--- src/rtl/wm_stream_embed_pkg.sv ---
// Shared types and helpers for the watermark-embedding stream stage.
// Defines the embed-mode enum, the pixel channel layout and an exact divide-by-three.
package wm_pkg;

    typedef enum logic [1:0] {
        WM_BYPASS   = 2'd0,
        WM_LSB_RGB  = 2'd1,
        WM_LSB_B    = 2'd2,
        WM_PARITY_G = 2'd3
    } wm_mode_e;

    // Channel slots inside a packed {R,G,B} pixel, counted from the LSB in units of DW.
    localparam int CH_B   = 0;
    localparam int CH_G   = 1;
    localparam int CH_R   = 2;
    localparam int PIX_CH = 3;

    // Exact floor(x/3); the 64-bit argument covers any channel-sum width up to DW = 62.
    function automatic logic [63:0] div3(input logic [63:0] x);
        return x / 64'd3;
    endfunction

endpackage

--- src/rtl/wm_stream_embed_if.sv ---
// Handshake bundle for wm_stream_embed: pixel beats in, watermark bits in,
// embedded beats out, plus the per-frame mode and status flags.
interface wm_stream_embed_if #(
    parameter int DW    = 8,
    parameter int LANES = 2
);
    logic [1:0]              cfg_mode;
    logic                    in_valid;
    logic                    in_ready;
    logic                    in_sof;
    logic                    in_eol;
    logic [LANES*3*DW-1:0]   in_data;
    logic                    wm_valid;
    logic                    wm_ready;
    logic [LANES-1:0]        wm_data;
    logic                    out_valid;
    logic                    out_ready;
    logic                    out_sof;
    logic                    out_eol;
    logic                    out_eof;
    logic [LANES*3*DW-1:0]   out_data;
    logic [LANES*DW-1:0]     out_avg;
    logic                    done;
    logic                    err;

    // The upstream source / downstream sink side.
    modport master (
        output cfg_mode, in_valid, in_sof, in_eol, in_data, wm_valid, wm_data, out_ready,
        input  in_ready, wm_ready, out_valid, out_sof, out_eol, out_eof, out_data, out_avg,
               done, err
    );

    // The embedding stage itself.
    modport slave (
        input  cfg_mode, in_valid, in_sof, in_eol, in_data, wm_valid, wm_data, out_ready,
        output in_ready, wm_ready, out_valid, out_sof, out_eol, out_eof, out_data, out_avg,
               done, err
    );
endinterface

--- src/rtl/wm_lane_embed.sv ---
// Single-pixel watermark embed and luminance average, purely combinational.
// The channel sum arrives precomputed so the average is one divide-by-three.
module wm_lane_embed
    import wm_pkg::*;
#(
    parameter int DW = 8
) (
    input  wm_mode_e                mode,
    input  logic [PIX_CH*DW-1:0]    pix,
    input  logic                    w,
    input  logic [DW+1:0]           sum,
    output logic [PIX_CH*DW-1:0]    pix_out,
    output logic [DW-1:0]           avg
);
    localparam int R_LSB = CH_R * DW;
    localparam int G_LSB = CH_G * DW;
    localparam int B_LSB = CH_B * DW;

    always_comb begin
        // NOTE: pix_out takes the unmodified pixel first so every path assigns it and no latch is inferred.
        pix_out = pix;
        case (mode)
            WM_LSB_RGB: begin
                pix_out[R_LSB] = w;
                pix_out[G_LSB] = w;
                pix_out[B_LSB] = w;
            end
            WM_LSB_B:    pix_out[B_LSB] = w;
            // G LSB chosen so that the XOR of the three LSBs equals the watermark bit.
            WM_PARITY_G: pix_out[G_LSB] = w ^ pix[R_LSB] ^ pix[B_LSB];
            default:     pix_out = pix;
        endcase
    end

    assign avg = DW'(div3(64'(sum)));

endmodule

--- src/rtl/wm_stream_embed.sv ---
// Two-stage streaming watermark embedder: handshakes, frame-geometry tracking,
// per-frame mode latching and the S1 (capture + sum) / S2 (embed + avg) pipeline.
module wm_stream_embed
    import wm_pkg::*;
#(
    parameter int DW     = 8,
    parameter int LANES  = 2,
    parameter int WIDTH  = 768,   // must be a multiple of LANES
    parameter int HEIGHT = 512
) (
    input  logic             HCLK,
    input  logic             HRESETn,
    wm_stream_embed_if.slave bus
);
    localparam int PW   = PIX_CH * DW;
    localparam int BW   = LANES * PW;
    localparam int SW   = DW + 2;
    localparam int COLS = WIDTH / LANES;
    localparam int CW   = (COLS > 1) ? $clog2(COLS) : 1;
    localparam int RW   = (HEIGHT > 1) ? $clog2(HEIGHT) : 1;
    localparam logic [CW-1:0] LAST_COL = CW'(COLS - 1);
    localparam logic [RW-1:0] LAST_ROW = RW'(HEIGHT - 1);

    logic                    run;
    wm_mode_e                active_mode;
    logic [CW-1:0]           col;
    logic [RW-1:0]           row;
    logic                    err_q;
    logic                    done_q;

    logic                    s1_valid;
    logic [BW-1:0]           s1_data;
    logic [LANES-1:0]        s1_wm;
    logic [LANES-1:0][SW-1:0] s1_sum;
    wm_mode_e                s1_mode;
    logic                    s1_sof, s1_eol, s1_eof;

    logic                    s2_valid;
    logic [BW-1:0]           s2_data;
    logic [LANES*DW-1:0]     s2_avg;
    logic                    s2_sof, s2_eol, s2_eof;

    logic                    s2_free, space, accept;
    wm_mode_e                beat_mode;
    logic [CW-1:0]           pos_col;
    logic [RW-1:0]           pos_row;
    logic                    at_origin, last_col, row_end, frame_end, geo_bad;
    logic [LANES-1:0][SW-1:0] in_sum;
    logic [BW-1:0]           emb_data;
    logic [LANES*DW-1:0]     emb_avg;

    // Flow control: space depends on registered state and out_ready only.
    always_comb begin
        s2_free      = !s2_valid || bus.out_ready;
        space        = run && (!s1_valid || s2_free);
        beat_mode    = bus.in_sof ? wm_mode_e'(bus.cfg_mode) : active_mode;
        bus.in_ready = 1'b0;
        bus.wm_ready = 1'b0;
        if (beat_mode == WM_BYPASS) begin
            bus.in_ready = space;
        end else begin
            bus.in_ready = space && bus.in_valid && bus.wm_valid;
            bus.wm_ready = bus.in_ready;
        end
        accept = bus.in_valid && bus.in_ready;
    end

    // Geometry of the beat being offered; a sof always places it at 0,0.
    always_comb begin
        at_origin = (col == '0) && (row == '0);
        pos_col   = bus.in_sof ? '0 : col;
        pos_row   = bus.in_sof ? '0 : row;
        last_col  = (pos_col == LAST_COL);
        row_end   = bus.in_eol || last_col;
        frame_end = row_end && (pos_row == LAST_ROW);
        geo_bad   = (bus.in_eol != last_col) || (bus.in_sof && !at_origin);
    end

    for (genvar l = 0; l < LANES; l++) begin : g_sum
        assign in_sum[l] = SW'(bus.in_data[l*PW + CH_R*DW +: DW])
                         + SW'(bus.in_data[l*PW + CH_G*DW +: DW])
                         + SW'(bus.in_data[l*PW + CH_B*DW +: DW]);
    end

    always_ff @(posedge HCLK or negedge HRESETn) begin
        if (!HRESETn) begin
            run         <= 1'b0;
            active_mode <= WM_BYPASS;
            col         <= '0;
            row         <= '0;
            err_q       <= 1'b0;
        end else begin
            // NOTE: state uses non-blocking assignments so every flop samples the pre-edge values.
            run <= 1'b1;
            if (accept) begin
                if (bus.in_sof) active_mode <= wm_mode_e'(bus.cfg_mode);
                if (frame_end) begin
                    col <= '0;
                    row <= '0;
                end else if (row_end) begin
                    col <= '0;
                    row <= pos_row + 1'b1;
                end else begin
                    col <= pos_col + 1'b1;
                    row <= pos_row;
                end
                if (geo_bad)         err_q <= 1'b1;
                else if (bus.in_sof) err_q <= 1'b0;
            end
        end
    end

    // S1: capture the beat, its watermark bits, corrected markers and channel sums.
    always_ff @(posedge HCLK or negedge HRESETn) begin
        if (!HRESETn) begin
            // NOTE: payload registers are reset as well because out_data/out_avg must read 0 in reset.
            s1_valid <= 1'b0;
            s1_data  <= '0;
            s1_wm    <= '0;
            s1_sum   <= '0;
            s1_mode  <= WM_BYPASS;
            s1_sof   <= 1'b0;
            s1_eol   <= 1'b0;
            s1_eof   <= 1'b0;
        end else if (accept) begin
            s1_valid <= 1'b1;
            s1_data  <= bus.in_data;
            s1_wm    <= (beat_mode == WM_BYPASS) ? '0 : bus.wm_data;
            s1_sum   <= in_sum;
            s1_mode  <= beat_mode;
            s1_sof   <= bus.in_sof;
            s1_eol   <= row_end;
            s1_eof   <= frame_end;
        end else if (s2_free) begin
            s1_valid <= 1'b0;
        end
    end

    for (genvar l = 0; l < LANES; l++) begin : g_lane
        wm_lane_embed #(.DW(DW)) u_lane (
            .mode    (s1_mode),
            .pix     (s1_data[l*PW +: PW]),
            .w       (s1_wm[l]),
            .sum     (s1_sum[l]),
            .pix_out (emb_data[l*PW +: PW]),
            .avg     (emb_avg[l*DW +: DW])
        );
    end

    // S2: output register, held while the sink stalls.
    always_ff @(posedge HCLK or negedge HRESETn) begin
        if (!HRESETn) begin
            s2_valid <= 1'b0;
            s2_data  <= '0;
            s2_avg   <= '0;
            s2_sof   <= 1'b0;
            s2_eol   <= 1'b0;
            s2_eof   <= 1'b0;
            done_q   <= 1'b0;
        end else begin
            done_q <= s2_valid && bus.out_ready && s2_eof;
            if (s2_free) begin
                s2_valid <= s1_valid;
                if (s1_valid) begin
                    s2_data <= emb_data;
                    s2_avg  <= emb_avg;
                    s2_sof  <= s1_sof;
                    s2_eol  <= s1_eol;
                    s2_eof  <= s1_eof;
                end
            end
        end
    end

    assign bus.out_valid = s2_valid;
    assign bus.out_data  = s2_data;
    assign bus.out_avg   = s2_avg;
    assign bus.out_sof   = s2_sof;
    assign bus.out_eol   = s2_eol;
    assign bus.out_eof   = s2_eof;
    assign bus.done      = done_q;
    assign bus.err       = err_q;

endmodule

--- src/flat_wrapper.sv ---
// flat-port wrapper written by rule: the top's interface ports become plain ports
module wm_stream_embed_flat import wm_pkg::*;
#(
    parameter int DW     = 8,
    parameter int LANES  = 2,
    parameter int WIDTH  = 768,                                 
    parameter int HEIGHT = 512
)
  (HCLK, HRESETn, bus_cfg_mode, bus_in_valid, bus_in_sof, bus_in_eol, bus_in_data, bus_wm_valid, bus_wm_data, bus_out_ready, bus_in_ready, bus_wm_ready, bus_out_valid, bus_out_sof, bus_out_eol, bus_out_eof, bus_out_data, bus_out_avg, bus_done, bus_err);
  wm_stream_embed_if #(.DW(DW), .LANES(LANES)) bus_i ();
  input  logic HCLK;
  input  logic HRESETn;
  input wire logic [$bits(bus_i.cfg_mode)-1:0] bus_cfg_mode;
  input wire logic [$bits(bus_i.in_valid)-1:0] bus_in_valid;
  input wire logic [$bits(bus_i.in_sof)-1:0] bus_in_sof;
  input wire logic [$bits(bus_i.in_eol)-1:0] bus_in_eol;
  input wire logic [$bits(bus_i.in_data)-1:0] bus_in_data;
  input wire logic [$bits(bus_i.wm_valid)-1:0] bus_wm_valid;
  input wire logic [$bits(bus_i.wm_data)-1:0] bus_wm_data;
  input wire logic [$bits(bus_i.out_ready)-1:0] bus_out_ready;
  output wire logic [$bits(bus_i.in_ready)-1:0] bus_in_ready;
  output wire logic [$bits(bus_i.wm_ready)-1:0] bus_wm_ready;
  output wire logic [$bits(bus_i.out_valid)-1:0] bus_out_valid;
  output wire logic [$bits(bus_i.out_sof)-1:0] bus_out_sof;
  output wire logic [$bits(bus_i.out_eol)-1:0] bus_out_eol;
  output wire logic [$bits(bus_i.out_eof)-1:0] bus_out_eof;
  output wire logic [$bits(bus_i.out_data)-1:0] bus_out_data;
  output wire logic [$bits(bus_i.out_avg)-1:0] bus_out_avg;
  output wire logic [$bits(bus_i.done)-1:0] bus_done;
  output wire logic [$bits(bus_i.err)-1:0] bus_err;
  assign bus_i.cfg_mode = bus_cfg_mode;
  assign bus_i.in_valid = bus_in_valid;
  assign bus_i.in_sof = bus_in_sof;
  assign bus_i.in_eol = bus_in_eol;
  assign bus_i.in_data = bus_in_data;
  assign bus_i.wm_valid = bus_wm_valid;
  assign bus_i.wm_data = bus_wm_data;
  assign bus_i.out_ready = bus_out_ready;
  assign bus_in_ready = bus_i.in_ready;
  assign bus_wm_ready = bus_i.wm_ready;
  assign bus_out_valid = bus_i.out_valid;
  assign bus_out_sof = bus_i.out_sof;
  assign bus_out_eol = bus_i.out_eol;
  assign bus_out_eof = bus_i.out_eof;
  assign bus_out_data = bus_i.out_data;
  assign bus_out_avg = bus_i.out_avg;
  assign bus_done = bus_i.done;
  assign bus_err = bus_i.err;
  wm_stream_embed #(.DW(DW), .LANES(LANES), .WIDTH(WIDTH), .HEIGHT(HEIGHT)) u_core (.HCLK(HCLK), .HRESETn(HRESETn), .bus(bus_i));
endmodule
--- config.mk ---
export PLATFORM = sky130hd
export DESIGN_NAME = wm_stream_embed_flat
export DESIGN_NICKNAME = d
export VERILOG_FILES = /design/src/rtl/wm_stream_embed_pkg.sv /design/src/rtl/wm_stream_embed_if.sv /design/src/rtl/wm_lane_embed.sv /design/src/rtl/wm_stream_embed.sv /design/src/flat_wrapper.sv
export SDC_FILE = /design/constraint.sdc
export NUM_CORES = 1
export LEC_CHECK = 0
export CORE_MARGIN = 5
export CORE_UTILIZATION = 45
export DETAILED_ROUTE_END_ITERATION = 8
export PLACE_DENSITY = 0.66
export SLEW_MARGIN = 40
export SYNTH_ARGS = -nofsm -noshare
export SYNTH_HDL_FRONTEND = slang
export SYNTH_HIERARCHICAL = 1
export SYNTH_SLANG_ARGS = --single-unit
--- constraint.sdc ---
create_clock -name HCLK -period 4.2 [get_ports HCLK]
set_input_delay 1.05 -clock HCLK [delete_from_list [all_inputs] [get_ports HCLK]]
set_output_delay 1.05 -clock HCLK [all_outputs]
set_load 0.05 [all_outputs]
Yosys cells after proc, flatten, opt, wreduce, memory -nomap -nowiden
Index checks and enable logic that the tools add are counted.
- flip-flop bits (word level): 165
- input port bits: 59
- output and inout bits: 72
- word-level logic and storage cells: 82
- $add $sub $neg: 6
- div/mod/pow operators: 2
- equality and inequality tests: 6
- multiplexer cells: 20
- bitwise gates (word level): 4
- reduce and logical (&&, ||, !) cells: 24
- operator list (operator ; count):
    10-bit by 2-bit divider with 64-bit output (second input constant) ; 2
    9-bit 2-to-1 mux ; 6
    10-bit by 8-bit adder with 10-bit output ; 2
    8-bit by 8-bit adder with 9-bit output ; 2
    9-bit by 1-bit adder with 9-bit output (second input constant) ; 2
    9-bit == test (second input constant) ; 2
    9-bit logical NOT ; 2
    1-bit 2-to-1 mux ; 10
    1-bit logical AND ; 9
    2-bit == test (second input constant) ; 2
    1-bit logical OR ; 4
    2-bit 2-to-1 mux ; 2
    1-bit one-hot mux with 2 select lines ; 2
    2-bit AND reduction ; 2
    2-bit nonzero test ; 2
    1-bit XOR ; 4
    1-bit logical NOT ; 3
    2-bit by 1-bit == test with 1-bit output (second input constant) ; 1
    2-bit logical NOT ; 1
    2-bit OR reduction ; 1
    1-bit inequality test ; 1

Longest topological paths before layout
- depth in word-level cells: 9
- depth in mapped cells: 18
- gate-level depth less buffers: 15

By module
Netlist, hierarchy kept.
- modules (own cells, without submodules) (module ; times used ; cells each ; area an instance (sq um) ; seq. area each (sq um)):
    wm_stream_embed ; 1 ; 677 ; 7494.7 ; 4129.0
    wm_lane_embed ; 2 ; 200 ; 1358.8 ; 0.0

Least setup slack after synthesis
OpenSTA, ideal clock, no wires.
- path type: register to register
- from: reg u_core/s1_sum[18] (netlist name)
- to: reg u_core.s2_avg[8], in the netlist u_core/bus.out_avg[8]
- arrival time: 3.877 ns
- data required time: 4.075 ns
- path slack: 0.198 ns
- stages on the path, launching flop included: 17
- cells stage by stage: dfrtp_1 buf_6 clkbuf_1 ha_1 and4b_1 a211oi_1 and2_1 buf_6 or4_1 o2111a_2 nand4_2 o21ai_0 ha_1 or4_4 a221oi_2 o21ai_1 mux2_2
- cells in the longest elaborated chain, start to end: 1
- RTL lines (what ; line ; RTL):
    from (decl) ; wm_stream_embed.sv:34 ; logic [LANES-1:0][SW-1:0] s1_sum;
    from (signal assigned) ; wm_stream_embed.sv:129 ; s1_sum <= in_sum;
    10-bit by 2-bit divider with 64-bit output ; wm_stream_embed_pkg.sv:20 ; return x / 64'd3;
    net u_core.emb_avg[8] ; wm_stream_embed.sv:50 ; logic [LANES*DW-1:0] emb_avg;
    to (signal assigned) ; wm_stream_embed.sv:166 ; s2_avg <= emb_avg;
    to (decl) ; wm_stream_embed.sv:40 ; logic [LANES*DW-1:0] s2_avg;
The timed path passes the listed nets, and every way through them passes these cells.
A chain may end at the register's enable or synchronous reset.

Worst setup path in the final report
- from: reg u_core/s1_sum[9] (netlist name)
- to: reg u_core.s2_avg[0], in the netlist u_core/bus.out_avg[0]
Same word-level chain as after synthesis.

==> impl_metrics.csv <==
group,metric,value,unit
sta,max_slew_margin,56.2,%
place,globalplace.congestion,0.861,
worst_hold_path,min_path_cells,2,
run,max_cap_violations,0,
sta,hold_ws,0.473,ns
power,max-vdd-ir-drop,0.000392,V
floorplan,ioPinCount,131,
worst_setup_path,start_kind,"flip-flop",
place,postPlaceCellArea,11500,sq um
worst_hold_path,worstHoldEndpoint,"u_core/s1_data[42]",
clock_network,tritoncts,"yes",
routing,drc,0,
yosys,synth-edff-count,0,
sta,period_share,92.6,%
place,port_buffers,130,
worst_hold_path,hp-start,"u_core/s1_data[42]",
worst_setup_path,worstPathArrival,4.20,ns
worst_setup_path,reg2reg_depth,14,
clock_network,clock_path_buffers,2,
yosys,ys_warn_count,6,
clock_network,post_cts_buffers,0,
grt,overflow,0,
floorplan,dieWidth,161,um
sta,hold_violations,0,
finish,area_growth,18.2,%
routing,firstDrtPassIters,4,
grt,track_usage,19.1,%
worst_setup_path,r2r-start,"u_core/s1_sum[9]",
routing,postRouteAntennaNets,0,
routing,drt-vias-per-instance,5.45,
yosys,syn_nets,1180,
sta,finClkSkew,0.00922,ns
finish,multiInputGateArea,5330,sq um
worst_setup_path,cp_cell_sequence,"ha_1, and4b_1, a211oi_1, nand2_1, a211oi_1, o2111a_2, nand2_1, nor2_1, o21ai_0, ha_1, or4_4, a221oi_2, o21ai_1, mux2_2",
floorplan,initial_core_util,45.4,%
sta,period_minus_slack,3.89,ns
clock_network,htree_levels,4,
yosys,ys_seq_area_share,40.4,%
finish,final_area,12100,sq um
clock_network,cts.sinks,165,
yosys,netlist_area,10200,sq um
sta,final.setup.tns,0,ns
clock_network,clockRootBuffer,"clkbuf_16",
worst_setup_path,path_max_fanout,7,
clock_network,cts_buffers,17,
power,total_power,8680,uW
clock_network,worst_skew_pair.late_latency,0.43,ns
floorplan,core,22500,sq um
finish,nets,1251,
sta,finalSetupViolCount,0,
grt,first_global_vias,7885,
worst_setup_path,crit_type,"reg -> reg",
routing,wl_per_cell,16.9,um
routing,totalWireLength,24400,um
finish,final_layout_size_suffix_gt1_share,14.6,%
floorplan,die_area,25800,sq um
yosys,synthArstFlopShare,100,%
routing,drtIter0Drc,365,
floorplan,num_rows,55,
worst_setup_path,path_buf_inv,0,
power,leakagePower,0.00540,uW
power,powerDensity,719,nW/um^2
grt,grt_max_degree,67,
grt,grt_pass1_wl,40600,um
finish,regArea,4130,sq um
run_status,outcome,"completed",
routing,num_vias,7887,
yosys,ys_ff_latch,165,
worst_setup_path,timing.rr.end,"u_core/bus.out_avg[0]",
finish,fillCellCount,2074,
worst_setup_path,cp-end-kind,"flip-flop",
sta,slew_violations,0,
sta,worstMarginPinSlew,0.641,ns
yosys,syn_inst,1077,
grt,grtUsageMet1,25.7,%
sta,rsz0062_at_grt,"false",
place,dpl.hpwl,17800,um
clock_network,clk_pin_slew,0.07,ns
worst_setup_path,slowest_delay,0.55,ns
yosys,synthFlopType,"dfrtp_1",
floorplan,die_height,161,um
sta,fmax,257,MHz
worst_setup_path,cp_data_required_time,4.51,ns
grt,grt_util_met2,31.3,%
grt,met3_usage,4.59,%
worst_setup_path,crit_slowest_cell,"or4_4",
worst_hold_path,min_path_type,"reg -> reg",
worst_setup_path,r2r_slack,0.31,ns
yosys,synth.distinct_cells,78,
yosys,avgSynthCellArea,9.48,sq um
grt,grt_antenna_before_repair,0,
grt,grt-busiest-layer,"met2",
worst_setup_path,cpLargestDelayFamily,"compound AO/OA/AOI/OAI gates",
-- cell type report --
cell class	instances	area share [%]
clock inverters	15	1.39
clock buffers	17	3.53
flip-flops and latches	165	34.2
inverters	28	0.871
repair buffers	154	12.9
diodes	1	0.0207
well taps	285	2.95
multi-input cells	782	44.2
-- worst max-delay path by stage --
stage | cells after the start | end | start | slack (ns)
2_1_floorplan | 16 | u_core/bus.out_avg[8] | u_core/s1_sum[18] | 0.20
3_3_place_gp | 14 | u_core/bus.out_avg[0] | u_core/s1_sum[9] | 0.42
3_5_place_dp | 14 | u_core/bus.out_avg[8] | u_core/s1_sum[19] | 0.32
4_1_cts | 14 | u_core/bus.out_avg[8] | u_core/s1_sum[19] | 0.30
5_1_grt | 14 | u_core/bus.out_avg[0] | u_core/s1_sum[9] | 0.03
6_report | 14 | u_core/bus.out_avg[0] | u_core/s1_sum[9] | 0.31
-- per-layer routing --
layer	vias up	routed length (um)
met5	-	0
met4	0	364
met3	22	1190
met2	150	11700
met1	3810	11200
li1	3905	-
-- tightest hold or removal path: stages (launching register included) --
cell	delay [ns]
dfrtp_1	0.34
nand2_1	0.05
nand2_1	0.05
-- cell usage after synthesis, types with 5 or more instances --
library cell  count  area share (%)
fa_1             18             3.5
ha_1             26             3.2
clkbuf_1         20            0.74
a211oi_1         10            0.74
buf_6            12             1.3
nand2_1         223             8.2
nand3_1          24             1.2
nor3_1           14            0.69
xor2_1            8            0.69
nand4b_1          5            0.43
or2_2             7            0.43
xnor2_1          11            0.94
nor2_1           46             1.7
a21oi_1          44             2.2
nor4_1            6            0.37
and3_1            9            0.55
o211ai_1          8            0.59
o31ai_1           5            0.37
nand3b_1          5            0.37
and4b_1           6            0.59
nand2b_1         17             1.0
nand4_1          16            0.98
o21ai_0          64             3.1
dfrtp_1         165              40
mux2_2           73             8.0
buf_4            44             3.2
a21o_1            7            0.51
nor2b_1          18             1.1
mux2i_1           6            0.59
buf_2            26             1.3
nor3b_1           5            0.37
inv_1            28             1.0
-- stage by stage --
stage / util [%] / cells / setup slack (ns)
floorplan: - / 1077 / 0.198
global placement: 50.9 / 1414 / 0.416
detailed placement: 50.9 / 1414 / 0.316
CTS: 53.6 / 1446 / 0.301
global route: 53.6 / 1446 / 0.0280
finish: 53.6 / 1447 / 0.311
-- placed cells by master, fill, tap and decap left out, types with 6 or more instances in the layout --
cell and instances:
a211oi_1 9, a21o_1 7, a21oi_1 44, and3_1 9, and4b_1 6, buf_12 6, buf_4 20, clkbuf_16 17
clkdlybuf4s50_1 127, dfrtp_1 165, fa_1 18, ha_1 26, inv_1 28, inv_8 6, mux2_2 73, mux2i_1 6
nand2_1 222, nand2b_1 17, nand3_1 24, nand4_1 16, nor2_1 46, nor2b_1 18, nor3_1 14, nor4_1 6
o211ai_1 8, o21ai_0 64, or2_2 7, xnor2_1 11, xor2_1 8
-- timing repair --
action,CTS,global route
gates resized for setup,0,2
hold buffers,0,0
endpoints found under the setup margin,0,1
-- power breakdown --
part / switching (uW) / internal, uW / total [uW] / leakage (uW)
registers: 436 / 2050 / 2490 / 0.00207
logic: 2750 / 1880 / 4630 / 0.00305
clock network: 754 / 808 / 1560 / 0.000289
-- flip-flops by register name (all words and copies together), names as in the netlist, 2 cells and up --
register	cells
u_core/s1_data	48
u_core/col	9
u_core/s1_wm	2
u_core/s1_sum	20
u_core/bus.out_data	48
u_core/row	9
u_core/bus.out_avg	16
u_core/s1_mode	2
-- logic make-up after synthesis --
logic type                 Yosys count  synth area share [%]
and+or+nand+nor                    437                  21.2
AOI/OAI and AO/OA                  200                  13.4
DFF                                165                  40.4
buffers and inverters              130                  7.60
muxes                               79                  8.64
adders and majority gates           44                  6.71
xor gates and xnor gates            21                  1.95
other                                1                0.0367
Power figures use the tool's default switching activity.
